## src/rtl/wb_rf_port_arbiter_if.sv

```systemverilog
// Bus bundle between WB stage, divider, regfile write port and ID interlock.
// The slave side is the arbiter; the master side drives WB/divider requests.
interface wb_rf_port_arbiter_if;
  logic        wb_we;
  logic [4:0]  wb_waddr;
  logic [31:0] wb_wdata;
  logic        wb_stall;
  logic        div_valid;
  logic        div_ready;
  logic [4:0]  div_dest;
  logic [31:0] div_result;
  logic        rf_we;
  logic [4:0]  rf_waddr;
  logic [31:0] rf_wdata;
  logic [31:0] pending_mask;

  modport slave (
    input  wb_we, wb_waddr, wb_wdata, div_valid, div_dest, div_result,
    output wb_stall, div_ready, rf_we, rf_waddr, rf_wdata, pending_mask
  );

  modport master (
    output wb_we, wb_waddr, wb_wdata, div_valid, div_dest, div_result,
    input  wb_stall, div_ready, rf_we, rf_waddr, rf_wdata, pending_mask
  );
endinterface

```

## src/rtl/wb_rf_port_arbiter.sv

```systemverilog
// Shares the regfile write port between in-order WB writes and queued divider results,
// forcing a one-cycle WB stall when a queued result has waited MAX_WAIT cycles.
module wb_rf_port_arbiter #(
  parameter int DEPTH    = 2,
  parameter int MAX_WAIT = 4
) (
  input  logic                  clk,
  input  logic                  rst,
  wb_rf_port_arbiter_if.slave   bus
);

  localparam int PW = (DEPTH > 1) ? $clog2(DEPTH) : 1;
  localparam int CW = $clog2(MAX_WAIT + 1);

  logic [4:0]       dest_q [DEPTH];
  logic [4:0]       dest_d [DEPTH];
  logic [31:0]      data_q [DEPTH];
  logic [31:0]      data_d [DEPTH];
  logic [DEPTH-1:0] vld_q, vld_d;
  logic [DEPTH-1:0] dead_q, dead_d;
  logic [PW-1:0]    rd_ptr_q, rd_ptr_d;
  logic [PW-1:0]    wr_ptr_q, wr_ptr_d;
  logic [CW-1:0]    wait_cnt_q, wait_cnt_d;
  logic             wb_stall_q, wb_stall_d;
  logic [31:0]      pending_mask_q, pending_mask_d;

  logic full, head_vld, head_dead, head_live;
  logic wb_req, wb_grant, fifo_grant, pop, push;

  always_comb begin
    full       = vld_q[wr_ptr_q];
    head_vld   = vld_q[rd_ptr_q];
    head_dead  = dead_q[rd_ptr_q];
    head_live  = head_vld && !head_dead;
    // A WB write to r0 never claims the port, leaving the slot free for the FIFO.
    wb_req     = bus.wb_we && (bus.wb_waddr != 5'd0);
    wb_grant   = !wb_stall_q && wb_req;
    fifo_grant = !wb_grant && head_live;
    pop        = head_vld && (head_dead || fifo_grant);
    push       = bus.div_valid && !full && (bus.div_dest != 5'd0);
  end

  always_comb begin
    dest_d   = dest_q;
    data_d   = data_q;
    vld_d    = vld_q;
    dead_d   = dead_q;
    rd_ptr_d = rd_ptr_q;
    wr_ptr_d = wr_ptr_q;

    // A granted WB write is younger than every queued result to the same register.
    for (int i = 0; i < DEPTH; i++) begin
      if (wb_grant && vld_q[i] && (dest_q[i] == bus.wb_waddr)) dead_d[i] = 1'b1;
    end

    if (pop) begin
      vld_d[rd_ptr_q]  = 1'b0;
      dead_d[rd_ptr_q] = 1'b0;
      rd_ptr_d         = rd_ptr_q + 1'b1;
    end

    if (push) begin
      vld_d[wr_ptr_q]  = 1'b1;
      dead_d[wr_ptr_q] = wb_grant && (bus.div_dest == bus.wb_waddr);
      dest_d[wr_ptr_q] = bus.div_dest;
      data_d[wr_ptr_q] = bus.div_result;
      wr_ptr_d         = wr_ptr_q + 1'b1;
    end

    wait_cnt_d = wait_cnt_q;
    if (pop || !head_vld) begin
      wait_cnt_d = '0;
    end else if (head_live && !fifo_grant && (wait_cnt_q != CW'(MAX_WAIT))) begin
      wait_cnt_d = wait_cnt_q + 1'b1;
    end
    wb_stall_d = (wait_cnt_d == CW'(MAX_WAIT));

    pending_mask_d = '0;
    for (int i = 0; i < DEPTH; i++) begin
      if (vld_d[i] && !dead_d[i]) pending_mask_d[dest_d[i]] = 1'b1;
    end
    pending_mask_d[0] = 1'b0;
  end

  always_ff @(posedge clk) begin
    if (rst) begin
      vld_q          <= '0;
      dead_q         <= '0;
      rd_ptr_q       <= '0;
      wr_ptr_q       <= '0;
      wait_cnt_q     <= '0;
      wb_stall_q     <= 1'b0;
      pending_mask_q <= '0;
    end else begin
      vld_q          <= vld_d;
      dead_q         <= dead_d;
      rd_ptr_q       <= rd_ptr_d;
      wr_ptr_q       <= wr_ptr_d;
      wait_cnt_q     <= wait_cnt_d;
      wb_stall_q     <= wb_stall_d;
      pending_mask_q <= pending_mask_d;
    end
  end

  // Payload storage is qualified by vld_q, so it carries no reset.
  always_ff @(posedge clk) begin
    dest_q <= dest_d;
    data_q <= data_d;
  end

  always_comb begin
    bus.wb_stall     = wb_stall_q;
    bus.div_ready    = !full;
    bus.pending_mask = pending_mask_q;
    bus.rf_we        = wb_grant || fifo_grant;
    bus.rf_waddr     = wb_grant ? bus.wb_waddr : dest_q[rd_ptr_q];
    bus.rf_wdata     = wb_grant ? bus.wb_wdata : data_q[rd_ptr_q];
  end

endmodule

```

## src/flat_wrapper.sv

```systemverilog
// flat-port wrapper written by rule: the top's interface ports become plain ports
module wb_rf_port_arbiter_flat 
#(
  parameter int DEPTH    = 2,
  parameter int MAX_WAIT = 4
)
  (clk, rst, bus_wb_we, bus_wb_waddr, bus_wb_wdata, bus_div_valid, bus_div_dest, bus_div_result, bus_wb_stall, bus_div_ready, bus_rf_we, bus_rf_waddr, bus_rf_wdata, bus_pending_mask);
  wb_rf_port_arbiter_if bus_i ();
  input  logic clk;
  input  logic rst;
  input wire logic [$bits(bus_i.wb_we)-1:0] bus_wb_we;
  input wire logic [$bits(bus_i.wb_waddr)-1:0] bus_wb_waddr;
  input wire logic [$bits(bus_i.wb_wdata)-1:0] bus_wb_wdata;
  input wire logic [$bits(bus_i.div_valid)-1:0] bus_div_valid;
  input wire logic [$bits(bus_i.div_dest)-1:0] bus_div_dest;
  input wire logic [$bits(bus_i.div_result)-1:0] bus_div_result;
  output wire logic [$bits(bus_i.wb_stall)-1:0] bus_wb_stall;
  output wire logic [$bits(bus_i.div_ready)-1:0] bus_div_ready;
  output wire logic [$bits(bus_i.rf_we)-1:0] bus_rf_we;
  output wire logic [$bits(bus_i.rf_waddr)-1:0] bus_rf_waddr;
  output wire logic [$bits(bus_i.rf_wdata)-1:0] bus_rf_wdata;
  output wire logic [$bits(bus_i.pending_mask)-1:0] bus_pending_mask;
  assign bus_i.wb_we = bus_wb_we;
  assign bus_i.wb_waddr = bus_wb_waddr;
  assign bus_i.wb_wdata = bus_wb_wdata;
  assign bus_i.div_valid = bus_div_valid;
  assign bus_i.div_dest = bus_div_dest;
  assign bus_i.div_result = bus_div_result;
  assign bus_wb_stall = bus_i.wb_stall;
  assign bus_div_ready = bus_i.div_ready;
  assign bus_rf_we = bus_i.rf_we;
  assign bus_rf_waddr = bus_i.rf_waddr;
  assign bus_rf_wdata = bus_i.rf_wdata;
  assign bus_pending_mask = bus_i.pending_mask;
  wb_rf_port_arbiter #(.DEPTH(DEPTH), .MAX_WAIT(MAX_WAIT)) u_core (.clk(clk), .rst(rst), .bus(bus_i));
endmodule
```

## config.mk

```make
export PLATFORM = sky130hd
export DESIGN_NAME = wb_rf_port_arbiter_flat
export DESIGN_NICKNAME = d
export VERILOG_FILES = /design/src/rtl/wb_rf_port_arbiter_if.sv /design/src/rtl/wb_rf_port_arbiter.sv /design/src/flat_wrapper.sv
export SDC_FILE = /design/constraint.sdc
export NUM_CORES = 1
export LEC_CHECK = 0
export BUFFER_PORTS_ARGS = -buffer_cell sky130_fd_sc_hd__clkbuf_2
export CAP_MARGIN = 40
export CORE_ASPECT_RATIO = 1.75
export CORE_MARGIN = 10
export CORE_UTILIZATION = 35
export DETAILED_ROUTE_END_ITERATION = 7
export PLACE_DENSITY = 0.65
export REMOVE_ABC_BUFFERS = 1
export SLEW_MARGIN = 20
export SYNTH_ARGS = -nofsm -noshare
export SYNTH_HDL_FRONTEND = slang
export SYNTH_SLANG_ARGS = --single-unit
```

## constraint.sdc

```tcl
create_clock -name clk -period 4.6 [get_ports clk]
set_input_delay 0.69 -clock clk [delete_from_list [all_inputs] [get_ports clk]]
set_output_delay 0.69 -clock clk [all_outputs]
set_load 0.05 [all_outputs]
```

==> key figures <==
Pwr
  – Static Leak: between 2 and 3 nW
  – P per Cell Area: 464 nW/um^2
  – Worst vdd ir: 0.269 mV

Placement
  – Post-DP HPWL: 11,700 microns
  – GP Congestion: 0.919
  – IO Port Bufs: roughly 150

Setup path
  – Slowest CP cell: or4_4
  – CP delay by family, top: buffers and inverters
  – Worst-path fanout max: 47
  – Buf+Inv Stages, Crit Path: 3
  – CP Cell Sequence: clkbuf_2 -> or4_4 -> o21a_2 -> buf_4 -> o21ai_0 -> clkbuf_2
  – Crit path DAT: 2680 ps
  – Kind of critical path: in2out
  – CP peak stage delay: around 550 ps
  – Worst r2r src: u_core.vld_q[1]
  – Top cell by count, worst path: clkbuf_2
  – Critical path origin: bus_wb_waddr[0]
  – CP required: about 3900 ps
  – Critical Path End Type: primary output
  – CP startpoint kind: input pin

Die
  – Num rows: 59
  – Initial Util: between 30 and 40%
  – DIE AREA: between 20,000 and 25,000 sq um
  – Top Ports: 150
  – Die H: between 150 and 200 microns
  – Core area: approximately 15,000 sq um
  – Die Wd: 113 microns

Yosys
  – Number of synthesized register bits: 115
  – Post-synth EDFFs: between 60 and 70
  – Cell variety after synth: 55
  – Syn Inst Count: 502
  – Area leader, netlist: edfxtp_1
  – Top-count cell post-synth: edfxtp_1
  – Avg Cell Area, Syn: 10.5 sq um
  – Ranking of synthesized cells by area: edfxtp_1 (37%), dfxtp_1 (19%), mux2i_1 (7.2%)
  – Top FF cell, synth: edfxtp_1
  – Commonest cells post-synth: edfxtp_1 (64), nand2_1 (61), dfxtp_1 (51)
  – Async S/R FF share, synth: 0%
  – Yosys warns: 0
  – Synth top area share: 36.5%
  – Mapped Area: 5260 sq um
  – Post-synthesis sequential area ratio: between 50% and 60%

Global routing
  – GRT overflow: 0
  – Vias in the first global route: 4,532
  – GR Util All Layers: about 15%
  – First-pass GRT wire length: 23,700 microns
  – Largest net degree at the start of global routing: 48
  – Initial antenna violation count: 0

Finish
  – Area growth syn-to-layout: 27.7%
  – Register area: roughly 2900 sq um
  – NumNets Final: around 720
  – ANT cells: 0
  – Area of the multi-input gates: around 2100 sq um
  – Filler Cell Count: 1,430
  – Layout cell share with drive strength beyond 1: between 30% and 40%

Timing
  – Fin Setup TNS: 0 ps
  – Fin. Hold Viols: 0
  – Endpoints failing setup: 0
  – Final Max Slew Viols: 0
  – RSZ-0062 raised after global routing: false
  – Worst Skew: 9.84 ps
  – Final worst path period share: 73.2%
  – Slew @ Worst Pin: 858 ps
  – Fin crit period: around 3400 ps
  – FMAX: around 300 MHz
  – Worst hold margin: between 400 and 500 ps
  – Slew headroom: 42.4%

Routing
  – DRT Wirelength: 15,500 microns
  – Initial DRC Count: 249
  – Vias/cell: 5.23
  – Vias: 4,380
  – Post-DRT Antenna Nets: 0
  – Initial DRT Pass Iterations: 5
  – WL/cell: 18.5 microns
  – Remaining DRCs: 0

Flow run
  – Max-cap violations: 0

Clocking
  – # clock sinks: 115
  – Clk_lat worst skew: 410 ps
  – Gates resized, CTS repair: 0
  – TritonCTS Buffers: 17
  – Post-CTS Setup Bufs: 0
  – H-tree depth: 4
  – Root Driver: clkbuf_16
  – CTS max path bufs: 2
  – TritonCTS clock tree: built
  – Hold-fix buffers, CTS: 0
  – Clock-pin slew on the worst setup and hold paths: 60 ps

Outcome
  – Status: finished clean

Hold path
  – Min-delay worst type: in2reg
  – Min-Delay Startpoint: bus_div_result[14]
## registers in the layout, indices dropped and copies added, names as in the netlist
name,flops
u_core.wait_cnt_q,3
u_core.dest_q,10
u_core.bus.pending_mask,31
u_core.rd_ptr_q,1
u_core.bus.wb_stall,1
u_core.wr_ptr_q,1
u_core.data_q,64
u_core.dead_q,2
u_core.vld_q,2
## where the power goes
part	switching [mW]	leakage (nW)	internal (mW)
Combinational	0.423	1.33	0.175
Clock	0.484	0.274	0.803
Sequential	0.0752	1.01	1.16
## cell type report
class,count,area share (%)
Inverter,16,0.894
Multi-Input combinational cell,336,31.3
Timing Repair Buffer,156,11.9
Tap cell,183,3.41
Clock buffer,18,6.39
Sequential cell,115,43.8
Clock inverter,14,2.27
## final timing paths
kind                                                     to  slack, ps  cells past startpoint
worst min register to register         u_core.wait_cnt_q[1]        520                      2
worst min-delay path                      u_core.data_q[46]        470                      1
worst max-delay path                       bus_rf_wdata[26]       1230                      6
worst max register to register  u_core.bus.pending_mask[11]       1800                      7
## layout by cell type (no fill, tap or decap), drive strengths merged, types with 4 or more instances in the layout
| cell | count |
|---|---|
| o21ai | 52 |
| clkbuf | 166 |
| nor4b | 5 |
| inv | 20 |
| dfxtp | 51 |
| nor4 | 5 |
| nand3b | 7 |
| xor2 | 11 |
| o22ai | 28 |
| a31oi | 8 |
| clkinvlp | 4 |
| nand2b | 4 |
| a41oi | 5 |
| nor2 | 35 |
| nand2 | 61 |
| mux2i | 38 |
| a22oi | 5 |
| edfxtp | 64 |
| xnor2 | 5 |
| nor3 | 13 |
| a21oi | 13 |
| buf | 8 |
| clkinv | 4 |
## per-stage QoR
stage	power, mW	setup slack, ps	cells	utilization (%)	instance area, sq um
after floorplan	1.64	629	467	-	5100
after global placement	1.84	1310	806	41.4	6140
after detailed placement	1.85	1240	806	41.4	6140
after CTS	3.14	1240	838	45.3	6720
after global routing	3.24	1140	838	45.3	6720
final	3.12	1230	838	45.3	6720
## cell families (layout without fill, tap and decap cells)
group / Yosys count / count (layout) / synth area share [%]
other cells: 1 / 1 / 0.0713
buf+inv: 51 / 204 / 4.11
compound gates: 127 / 127 / 15.1
xor+xnor: 16 / 16 / 2.66
flops: 115 / 115 / 55.9
simple gates: 152 / 152 / 14.4
mux: 38 / 38 / 7.23
fa+ha+maj: 2 / 2 / 0.476
## per-layer routing
metal	up-vias	part of all wire, %	track usage [%]
met3	33	8.6	5.58
met2	175	54	26.6
met1	2042	34	13.7
met5	-	0	0
li1	2130	-	-
met4	0	3.1	7.44
(Power assumes the default switching activity.)
